--- src/rtl/frigate_timing_pkg.sv ---
// Shared timing-subsystem types and defaults for the crystal oscillator controllers.
// The HSXO controller will reuse the window and threshold defaults.
package frigate_timing_pkg;

  typedef enum logic [2:0] {
    ST_OFF,
    ST_MEASURE,
    ST_RUN,
    ST_STANDBY,
    ST_FAIL
  } lsxo_state_t;

  localparam int unsigned DEF_WINDOW_CYC      = 16384;
  localparam int unsigned DEF_MIN_EDGES       = 30;
  localparam int unsigned DEF_MAX_EDGES       = 36;
  localparam int unsigned DEF_GOOD_WINDOWS    = 4;
  localparam int unsigned DEF_TIMEOUT_WINDOWS = 1000;
  localparam int unsigned DEF_CNT_W           = 8;

  // Bits needed to hold values 0..n.
  function automatic int unsigned cnt_width(input int unsigned n);
    return (n < 2) ? 1 : $clog2(n + 1);
  endfunction

endpackage

--- src/rtl/frigate_edge_sync.sv ---
// Two-flop synchronizer for an asynchronous input plus a registered rising-edge pulse.
module frigate_edge_sync (
  input  logic clk,
  input  logic resetb,
  input  logic din,
  output logic rise
);

  // [0],[1] are the synchronizer; [2] holds the previous synchronized value.
  logic [2:0] sync_pipe;

  always_ff @(posedge clk or negedge resetb) begin
    if (!resetb) begin
      sync_pipe <= '0;
      rise      <= 1'b0;
    end else begin
      sync_pipe <= {sync_pipe[1:0], din};
      rise      <= sync_pipe[1] & ~sync_pipe[2];
    end
  end

endmodule

--- src/rtl/frigate_lsxo_ctrl.sv ---
// 32.768 kHz crystal controller: qualifies the oscillator by counting edges per
// RC-clock window, reports ready/fail and keeps monitoring while running.
module frigate_lsxo_ctrl
  import frigate_timing_pkg::*;
#(
  parameter int unsigned WINDOW_CYC      = DEF_WINDOW_CYC,
  parameter int unsigned MIN_EDGES       = DEF_MIN_EDGES,
  parameter int unsigned MAX_EDGES       = DEF_MAX_EDGES,
  parameter int unsigned GOOD_WINDOWS    = DEF_GOOD_WINDOWS,
  parameter int unsigned TIMEOUT_WINDOWS = DEF_TIMEOUT_WINDOWS,
  parameter int unsigned CNT_W           = DEF_CNT_W
) (
  input  logic             clk,
  input  logic             resetb,
  input  logic             req_on,
  input  logic             req_standby,
  input  logic             lsxo_dout,
  output logic             lsxo_ena,
  output logic             lsxo_standby,
  output logic             lsxo_ready,
  output logic             lsxo_fail,
  output logic [CNT_W-1:0] edge_count
);

  localparam int unsigned WIN_W  = cnt_width(WINDOW_CYC - 1);
  localparam int unsigned GOOD_W = cnt_width(GOOD_WINDOWS);
  localparam int unsigned TMO_W  = cnt_width(TIMEOUT_WINDOWS);

  localparam logic [WIN_W-1:0]  WIN_LAST  = WIN_W'(WINDOW_CYC - 1);
  localparam logic [CNT_W-1:0]  MIN_C     = CNT_W'(MIN_EDGES);
  localparam logic [CNT_W-1:0]  MAX_C     = CNT_W'(MAX_EDGES);
  localparam logic [GOOD_W-1:0] GOOD_LAST = GOOD_W'(GOOD_WINDOWS - 1);
  localparam logic [TMO_W-1:0]  TMO_LAST  = TMO_W'(TIMEOUT_WINDOWS - 1);

  lsxo_state_t       state, state_nxt;
  logic [WIN_W-1:0]  win_cnt;
  logic [CNT_W-1:0]  edge_cnt, edge_tot;
  logic [GOOD_W-1:0] good_cnt;
  logic [TMO_W-1:0]  tmo_cnt;
  logic              rise, active, win_end, win_good;

  frigate_edge_sync u_sync (
    .clk    (clk),
    .resetb (resetb),
    .din    (lsxo_dout),
    .rise   (rise)
  );

  // The edge seen on the closing cycle still belongs to the window.
  always_comb begin
    active   = (state == ST_MEASURE) || (state == ST_RUN);
    win_end  = active && (win_cnt == WIN_LAST);
    edge_tot = (rise && (edge_cnt != '1)) ? edge_cnt + 1'b1 : edge_cnt;
    win_good = (edge_tot >= MIN_C) && (edge_tot <= MAX_C);
  end

  always_comb begin
    state_nxt = state;
    case (state)
      ST_OFF:     if (req_on) state_nxt = ST_MEASURE;
      ST_MEASURE: if (win_end) begin
                    if (win_good && (good_cnt == GOOD_LAST)) state_nxt = ST_RUN;
                    else if (tmo_cnt == TMO_LAST)            state_nxt = ST_FAIL;
                  end
      ST_RUN:     if (req_standby)              state_nxt = ST_STANDBY;
                  else if (win_end && !win_good) state_nxt = ST_MEASURE;
      ST_STANDBY: if (!req_standby) state_nxt = ST_MEASURE;
      ST_FAIL:    state_nxt = ST_FAIL;
      default:    state_nxt = ST_OFF;
    endcase
    if (!req_on) state_nxt = ST_OFF;
  end

  always_ff @(posedge clk or negedge resetb) begin
    if (!resetb) state <= ST_OFF;
    else         state <= state_nxt;
  end

  always_ff @(posedge clk or negedge resetb) begin
    if (!resetb) begin
      win_cnt    <= '0;
      edge_cnt   <= '0;
      edge_count <= '0;
    end else begin
      if (!active || win_end) begin
        win_cnt  <= '0;
        edge_cnt <= '0;
      end else begin
        win_cnt  <= win_cnt + 1'b1;
        edge_cnt <= edge_tot;
      end
      if (win_end) edge_count <= edge_tot;
    end
  end

  // Held at zero outside MEASURE so every entry re-qualifies from scratch.
  always_ff @(posedge clk or negedge resetb) begin
    if (!resetb) begin
      good_cnt <= '0;
      tmo_cnt  <= '0;
    end else if (state != ST_MEASURE) begin
      good_cnt <= '0;
      tmo_cnt  <= '0;
    end else if (win_end) begin
      good_cnt <= win_good ? good_cnt + 1'b1 : '0;
      tmo_cnt  <= tmo_cnt + 1'b1;
    end
  end

  always_ff @(posedge clk or negedge resetb) begin
    if (!resetb) begin
      lsxo_ena     <= 1'b0;
      lsxo_standby <= 1'b0;
      lsxo_ready   <= 1'b0;
      lsxo_fail    <= 1'b0;
    end else begin
      lsxo_ena     <= (state_nxt == ST_MEASURE) || (state_nxt == ST_RUN) ||
                      (state_nxt == ST_STANDBY);
      lsxo_standby <= (state_nxt == ST_STANDBY);
      lsxo_ready   <= (state_nxt == ST_RUN);
      lsxo_fail    <= (state_nxt == ST_FAIL);
    end
  end

endmodule
--- config.mk ---
export PLATFORM = sky130hd
export DESIGN_NAME = frigate_lsxo_ctrl
export DESIGN_NICKNAME = d
export VERILOG_FILES = /design/src/rtl/frigate_timing_pkg.sv /design/src/rtl/frigate_edge_sync.sv /design/src/rtl/frigate_lsxo_ctrl.sv
export SDC_FILE = /design/constraint.sdc
export NUM_CORES = 1
export LEC_CHECK = 0
export CORE_ASPECT_RATIO = 0.75
export CORE_UTILIZATION = 45
export CTS_BUF_LIST = sky130_fd_sc_hd__clkbuf_8
export DETAILED_ROUTE_END_ITERATION = 12
export GPL_ROUTABILITY_DRIVEN = 0
export MAX_ROUTING_LAYER = met4
export PLACE_DENSITY_LB_ADDON = 0.15
export SLEW_MARGIN = 5
export SYNTH_ARGS = -nofsm -noshare
export SYNTH_HDL_FRONTEND = slang
export SYNTH_HIERARCHICAL = 1
export SYNTH_SLANG_ARGS = --single-unit
--- constraint.sdc ---
create_clock -name clk -period 4.5 [get_ports clk]
set_input_delay 0.675 -clock clk [delete_from_list [all_inputs] [get_ports clk]]
set_output_delay 0.675 -clock clk [all_outputs]
set_load 0.01 [all_outputs]
* Word-level counts from Yosys, hierarchy flattened
Cells that the tools add are included.
Operators by class: $add $sub $neg 4, order comparisons 2, eq/ne operators 13, mux-type cells 16, bitwise operators 2, reductions and logical operators 13
Operators with widths (count):
- 2-to-1 mux 3 bit | 10
- 2-to-1 mux 10 bit | 2
- 2-to-1 mux 8 bit | 2
- == test 3 x 2 -> 1 bit, second input constant | 5
- one-hot mux 3 bit (5 select lines) | 1
- adder 14 x 1 -> 14 bit, second input constant | 1
- == test 14 bit, second input constant | 1
- 2-to-1 mux 14 bit | 1
- adder 10 x 1 -> 10 bit, second input constant | 1
- == test 10 bit, second input constant | 1
- adder 8 x 1 -> 8 bit, second input constant | 1
- >= comparator 8 x 5 -> 1 bit, second input constant | 1
- less-or-equal comparator 8 x 6 -> 1 bit, second input constant | 1
- inequality test 8 bit, second input constant | 1
- == test 3 x 1 -> 1 bit, second input constant | 2
- == test 3 bit, second input constant | 2
- logical AND 1 bit | 5
- logical OR 1 bit | 4
- adder 3 x 1 -> 3 bit, second input constant | 1
- logical NOT 3 bit | 1
- inequality test 3 x 1 -> 1 bit, second input constant | 1
- logical NOT 1 bit | 2
- nonzero test 2 bit | 1
- AND 1 bit | 1
- NOT 1 bit | 1
Storage, ports and cells: register bits 54, input bits 5, output and inout bits 12, logic and storage cells 62

* Depth between registers and ports, before layout
Gate-level depths: netlist of run 1.
depth after elaboration 14, gate-level depth with buffers 11, gate-level depth less buffers 10

* Cells and area by module
Netlist of run 1, hierarchy kept.
Modules (own cells, without submodules):
- frigate_lsxo_ctrl | times used 1, cells each 273, area each 2546.2 µm², sequential area each 1251.2 µm²
- frigate_edge_sync | times used 1, cells each 5, area each 113.9 µm², sequential area each 100.1 µm²

* Worst setup path after synthesis of run 1
No wires, ideal clock.
path kind reg-to-reg, from reg edge_cnt[0], to reg good_cnt[0], library setup time 78 ps, arrival 2478 ps, data required time 4422 ps, setup slack 1943 ps, cell stages (with the launch flop) 9, buffers on the path 0, clock period less this slack 2557 ps, path through dfrtp_1 ha_1 and4_4 or3b_1 a21oi_1 or4b_4 and2_4 or3_1 a21oi_1
On the way: word-level cells in the longest chain between the ends 8, elaborated cells between the ends (all ways) 10, those cells by class add/sub: 1; order compare: 2; eq/ne: 1; mux: 4; reduce/logical: 2
Ends and longest elaborated chain:
- start: declaration | RTL line frigate_lsxo_ctrl.sv:37 | logic [CNT_W-1:0] edge_cnt, edge_tot;
- start signal: assignment | RTL line frigate_lsxo_ctrl.sv:90 | edge_cnt <= edge_tot;
- branches (longest 2 deep; another with adder 8 x 1 -> 8 bit)
- 2-to-1 mux 8 bit * | RTL line frigate_lsxo_ctrl.sv:53 | edge_tot = (rise && (edge_cnt != '1)) ? edge_cnt + 1'b1 : edge_cnt;
- >= comparator 8 x 5 -> 1 bit / less-or-equal comparator 8 x 6 -> 1 bit (equally long branches) | RTL line frigate_lsxo_ctrl.sv:54 | win_good = (edge_tot >= MIN_C) && (edge_tot <= MAX_C);
- logical AND 1 bit * | RTL line frigate_lsxo_ctrl.sv:54
- 2-to-1 mux 3 bit * | RTL line frigate_lsxo_ctrl.sv:105 | good_cnt <= win_good ? good_cnt + 1'b1 : '0;
- 2-to-1 mux 3 bit * | RTL line frigate_lsxo_ctrl.sv:104 | end else if (win_end) begin
- 2-to-1 mux 3 bit * | RTL line frigate_lsxo_ctrl.sv:101 | end else if (state != ST_MEASURE) begin
- end signal: assignment | RTL line frigate_lsxo_ctrl.sv:105
- end: declaration | RTL line frigate_lsxo_ctrl.sv:38 | logic [GOOD_W-1:0] good_cnt;
Mark *: on every way between the ends. The select of a mux whose other input is x is not followed. A chain may end at the register's enable or synchronous reset.

* Worst setup path in the final report of run 1
from reg edge_cnt[0], to reg good_cnt[2]
The elaborated chain is that of the path after synthesis.

==> flow_summary_export.csv, run 1 <==
group,metric,value,unit
hold_path,hold_class,"register to register",
sta,fin_tns_setup,0,ps
power_and_ir_drop,ir_drop,183.7,uV
power_and_ir_drop,clockPowerShare,37.9,%
routing,drt_iter0_drc,100,
setup_path,critPathKind,"register to register",
routing,routed-via-count,1974,
setup_path,worstSetupEndpointType,"register",
cts,cts_resized,0,
sta,setup_viol,0,
floorplanning,coreArea,0.005525,mm2
floorplanning,die_h,68.59,um
global_routing,grt_usage,18.37,%
hold_path,hold_depth,0,
cells_and_area,fillers,504,
sta,final_max_slew_viol_count,0,
run_status,outcome,"finished clean",
sta,slew_headroom,49.52,%
routing,vias_per_cell,5.350,
power_and_ir_drop,p_sw,0.1982,mW
synth,synth_top_area_share,50.80,%
floorplanning,start_util,48.14,%
sta,rsz0062_at_grt,"no",
sta,fin_ws,1733,ps
power_and_ir_drop,combPwrFrac,4.8,%
synth,yosys_most_used_dff,"dfrtp_1",
synth,ys_ff_latch,54,
cts,numClockSinks,54,
placed_design,dp_cells,361,
synth,synth_nets,288,
floorplanning,die-area,0.006226,mm2
cts,cts.clk_slew.worst_paths,100,ps
setup_path,worstPathMaxFanout,7,
global_routing,antenna_found_initial,0,
synth,ys_warn_count,6,
cells_and_area,final_cells,369,
sta,timing.fmax,361.4,MHz
floorplanning,die_x,90.78,um
setup_path,crit_arrival,3010,ps
power_and_ir_drop,p_seq_share,57.3,%
setup_path,rr_worst_depth,8,
routing,ant_nets,0,
floorplanning,pin_count,17,
routing,first_pass_iters,4,
synth,seq_area_frac_synth,50.80,%
cells_and_area,antennaDiodeCount,0,
cells_and_area,multiInputGateArea,0.001236,mm2
setup_path,critPathLaunchType,"register",
global_routing,grt_pass1_vias,1838,
cts,clock_latency,310,ps
synth,synthArstFlopShare,100.0,%
floorplanning,rows,23,
cts,cts_buffers,5,
power_and_ir_drop,p_per_area,290.5,mW/mm2
synth,synth_edf_count,0,
cts,cts_buffer_depth,2,
power_and_ir_drop,p_int,0.6710,mW
sta,hold_viol_final,0,
placed_design,dp_hpwl,3415,um
cts,cts_tree,"done",
routing,wl_per_cell,13.34,um
routing,drc_errors,0,
cts,hold_buffers,0,
cells_and_area,drive_gt1_share,8.844,%
power_and_ir_drop,power.switching_fraction,22.80,%
sta,min_period_over_period,61.49,%
global_routing,grt_pass1_wl,8590,um
sta,worstMarginPinSlew,757.2,ps
placed_design,pre_cts_slack,1764,ps
cts,cts_root_buffer,"clkbuf_8",
cells_and_area,regArea,0.001351,mm2
synth,postSynthCellCount,278,
flow_run,drv_cap,0,
cells_and_area,fin_nets,303,
setup_path,worst_ep_required_time,4740,ps
placed_design,io_buffers,16,
global_routing,grt-ovfl-total,0,
cells_and_area,area_growth,12.46,%
synth,synth_cell_types,49,
synth,synth_area_per_cell,9.569,um2
cells_and_area,final_util,54.14,%
global_routing,grt_max_degree,55,
cts,cts_setup_buffers,0,
cts,h-tree-depth,2,
synth,yosysTopAreaCell,"dfrtp_1",
sta,skew,3.146,ps
synth,synth_area_leaders,"dfrtp_1 51%, nor2_1 5.2%, nand2_1 3.8%",
power_and_ir_drop,leakage,1.239,nW
setup_path,r2r_slack,1730,ps
sta,fin_crit,2767,ps
synth,netlist_area,0.002660,mm2
routing,wirelength,4922,um
[routing by layer]
layer / GRT usage [%] / up-vias / share of wire [%]
li1: - / 1000 / -
met1: 25.35 / 931 / 55
met2: 27.65 / 37 / 41
met3: 3.289 / 6 / 3.3
met4: 6.349 / 0 / 1.3
met5: - / - / 0
[worst paths after layout]
kind	startpoint	end
max in group asynchronous	resetb	win_cnt[9]
setup / recovery	edge_cnt[0]	good_cnt[2]
setup reg to reg	edge_cnt[0]	good_cnt[2]
hold reg to reg	u_sync/sync_pipe[0]	u_sync/sync_pipe[1]
min in group asynchronous	resetb	edge_count[2]
hold / removal	u_sync/sync_pipe[0]	u_sync/sync_pipe[1]
[through the flow]
stage               cell area (um2)  power [mW]  hold WS [ps]
floorplan                      2660      0.5288         331.2
global placement               2878      0.5504         334.7
detailed placement             2878      0.5509         339.7
CTS                            2992      0.8803         363.1
global route                   2992      0.9017         377.5
finish                         2992      0.8692         360.1
[cell usage after synthesis (3+ instances only)]
| master | n |
|---|---|
| nand3_1 | 13 |
| and2_1 | 3 |
| and3_1 | 5 |
| xor2_1 | 11 |
| nor2_1 | 37 |
| clkbuf_1 | 6 |
| dfrtp_1 | 54 |
| and4_1 | 4 |
| or3_1 | 7 |
| nand4_1 | 8 |
| ha_1 | 5 |
| nand2b_1 | 6 |
| o21ai_0 | 18 |
| nand2_1 | 27 |
| inv_1 | 9 |
| or2_2 | 7 |
| xnor2_1 | 7 |
| a21oi_1 | 13 |
[layout make-up]
type | count | area share (%)
timing repair buffer | 17 | 5.437
inverter | 9 | 1.129
multi-input combinational | 206 | 41.32
sequential | 54 | 45.17
clock buffer | 5 | 2.300
clock inverter | 3 | 1.506
tap | 75 | 3.137
[logic make-up after synthesis]
group,Yosys count,share of synthesized area (%)
adder cells (fa/ha/maj),5,2.352
XOR/XNOR,18,5.927
multiplexers,2,0.7526
AO/OA/AOI/OAI,49,11.62
flip-flops,54,50.80
AND/OR/NAND/NOR,132,25.82
buffers and inverters,18,2.728
[state kept, by name, indices dropped and copies added, names as in the netlist]
signal	cells
edge_cnt	8
u_sync/rise	1
lsxo_ready	1
good_cnt	3
lsxo_standby	1
tmo_cnt	10
lsxo_ena	1
state	3
lsxo_fail	1
win_cnt	14
u_sync/sync_pipe	3
edge_count	8
[critical path, stage by stage (launching register included)]
cell and delay [ps]:
dfrtp_1 450, ha_1 310, and4_4 280, or3b_1 370
a21oi_1 140, or4b_4 480, and2_4 180, or3_1 340
a21oi_1 140
[cell usage in the layout, fill, tap and decap left out, types with 8 or more instances in the layout]
master,count
o21ai_0,18
nor2_1,37
nand2_1,27
a21oi_1,13
nand3_1,13
dfrtp_1,54
inv_1,9
xor2_1,11
nand4_1,8
clkdlybuf4s50_1,15
[power groups by stage]
stage | clock network (mW) | registers, mW | logic, mW
2_1_floorplan | 0 | 0.506 | 0.0225
3_3_place_gp | 0 | 0.507 | 0.0434
3_5_place_dp | 0 | 0.507 | 0.0435
4_1_cts | 0.339 | 0.498 | 0.0438
5_1_grt | 0.354 | 0.499 | 0.0489
6_report | 0.329 | 0.498 | 0.0421
Note: power is estimated with default switching activity, not from simulation.
==> run 2: changes to the inputs <==
==> constraint.sdc (replaced) <==
create_clock -name clk -period 2.4 [get_ports clk]
set_input_delay 0.36 -clock clk [delete_from_list [all_inputs] [get_ports clk]]
set_output_delay 0.36 -clock clk [all_outputs]
set_load 0.01 [all_outputs]
==> run 2 against run 1 <==
The flow now finishes with violations (negative setup slack); core utilization is 4.4 points higher; worst setup slack worse by 1900 ps; worst hold slack worse by 310 ps; non-clock buffer count is 28 higher; critical endpoint is now good_cnt[0].
==> flow_summary_export.csv, run 2 (synthesis gave the netlist of run 1 again) <==
group,metric,value,unit
setup_path,critPathLaunchType,"register",
placed_design,io_buffers,16,
sta,skew,12.46,ps
floorplanning,rows,23,
sta,rsz0062_at_grt,"yes",
power_and_ir_drop,ir_drop,298.5,uV
cts,cts.clk_slew.worst_paths,100,ps
flow_run,drv_cap,0,
sta,slew_headroom,60.50,%
setup_path,rr_worst_depth,8,
cells_and_area,final_cells,397,
cells_and_area,largest_reg_flops,14,
cts,cts_tree,"done",
cells_and_area,multiInputGateArea,0.001284,mm2
floorplanning,coreArea,0.005525,mm2
floorplanning,start_util,48.14,%
run_status,outcome,"finished, violations left",
routing,first_pass_iters,6,
global_routing,grt-ovfl-total,0,
cts,cts_buffer_depth,2,
setup_path,crit_arrival,2780,ps
setup_path,worst_r2r_endpoint,"good_cnt[0]",
floorplanning,pin_count,17,
sta,fin_tns_setup,-483.1,ps
global_routing,grt_max_degree,30,
sta,hold_viol_final,0,
cts,h-tree-depth,2,
cells_and_area,antennaDiodeCount,0,
routing,wirelength,5456,um
routing,ant_nets,0,
cells_and_area,fin_nets,331,
power_and_ir_drop,p_per_area,471.4,mW/mm2
cells_and_area,largest-register,"win_cnt",
floorplanning,die_h,68.59,um
sta,setup_viol,8,
placed_design,dp_hpwl,3948,um
routing,vias_per_cell,5.285,
setup_path,r2r_slack,-150,ps
floorplanning,die-area,0.006226,mm2
cts,numClockSinks,54,
sta,fin_crit,2554,ps
floorplanning,die_x,90.78,um
setup_path,cp_slowest_cell,"or4b_4",
cells_and_area,regArea,0.001351,mm2
cells_and_area,final_common_cell,"dfrtp_1",
cells_and_area,mostFrequentLayoutCells,"54 x dfrtp_1, 37 x nor2_1, 28 x buf_4, 27 x nand2_1, 17 x o21ai_0",
sta,timing.fmax,391.5,MHz
routing,drc_errors,0,
cts,cts_root_buffer,"clkbuf_8",
cells_and_area,final_util,58.54,%
cells_and_area,area_growth,21.59,%
setup_path,critPathKind,"register to register",
sta,final_max_slew_viol_count,0,
cts,clock_latency,310,ps
cells_and_area,largestRegisters,"win_cnt: 14 flops, tmo_cnt: 10 flops",
placed_design,dp_cells,385,
cells_and_area,fillers,505,
global_routing,grt_usage,19.53,%
cts,hold_buffers,0,
run_status,violations,"negative setup slack",
hold_path,hold_class,"input port to async pin",
setup_path,worst_ep_required_time,2630,ps
power_and_ir_drop,leakage,1.383,nW
sta,fin_ws,-154.0,ps
global_routing,grt_pass1_vias,1874,
routing,routed-via-count,2098,
cts,cts_buffers,5,
routing,drt_iter0_drc,75,
global_routing,grt_pass1_wl,9156,um
sta,worstMarginPinSlew,587.1,ps
routing,wl_per_cell,13.74,um
setup_path,worstSetupEndpointType,"register",
setup_path,path_cells,"ha_4 -> and4_4 -> or3b_4 -> a21oi_2 -> or4b_4 -> and2_4 -> or3_1 -> a21oi_1",
global_routing,antenna_found_initial,0,
cells_and_area,drive_gt1_share,18.63,%
sta,fin_hold_ws,52.32,ps
setup_path,worstPathMaxFanout,5,
sta,min_period_over_period,106.4,%
setup_path,r2r_start,"edge_cnt[1]",
setup_path,critPathMaxStageDelay,480,ps
[run 2: worst max path at each step]
stage	startpoint	endpoint	slack (ps)	cells past startpoint
after global routing	edge_cnt[1]	good_cnt[0]	-250	8
final	edge_cnt[1]	good_cnt[0]	-150	8
after floorplan	edge_cnt[0]	good_cnt[0]	-70	8
after global placement	edge_cnt[1]	good_cnt[2]	-50	8
after CTS	edge_cnt[1]	good_cnt[2]	-90	8
after detailed placement	edge_cnt[1]	good_cnt[0]	-110	8
[run 2: timing repair]
item,CTS,global route
endpoints found under the setup margin,8,14
gates resized for setup,2,7
setup buffers,1,3
pin swaps,3,5
[run 2: per-layer routing]
layer  share of wire (%)  global-route usage (%)  wire length (um)  up-vias
met3                 4.6                   3.728               252        4
met1                  53                   28.82              2901      997
met5                   0                       -                 0        -
li1                    -                       -                 -     1047
met4                0.79                   4.762                43        0
met2                  41                   27.75              2259       50
[run 2: final cells by class]
type                    count  share of cell area, %
inverters                   9                  1.044
multi-input cells         206                  39.69
repair buffers             45                  11.91
clock inverters             3                 0.5416
flip-flops and latches     54                  41.78
clock buffers               5                  2.128
well taps                  75                  2.901
[run 2: worst max-delay path, delay by kind of cell, from the launching register on]
kind                       cells  cell delay [ps]
adders and majority gates      1              160
and+or+nand+nor                5             1600
DFF                            1              440
AOI/OAI and AO/OA              2              280
[run 2: per-stage QoR]
step                setup WS, ps  instance area, um2  power, mW
floorplan                 -72.40                2674     0.9930
global placement          -54.40                3083      1.048
detailed placement        -113.8                3083      1.048
CTS                       -93.27                3183      1.530
global route              -245.2                3234      1.595
finish                    -154.0                3234      1.525
[run 2: report_power, final]
group	total, mW	switching, mW	internal, mW
Clock	0.489	0.287	0.202
Sequential	0.932	0.0110	0.921
Combinational	0.103	0.0603	0.0431
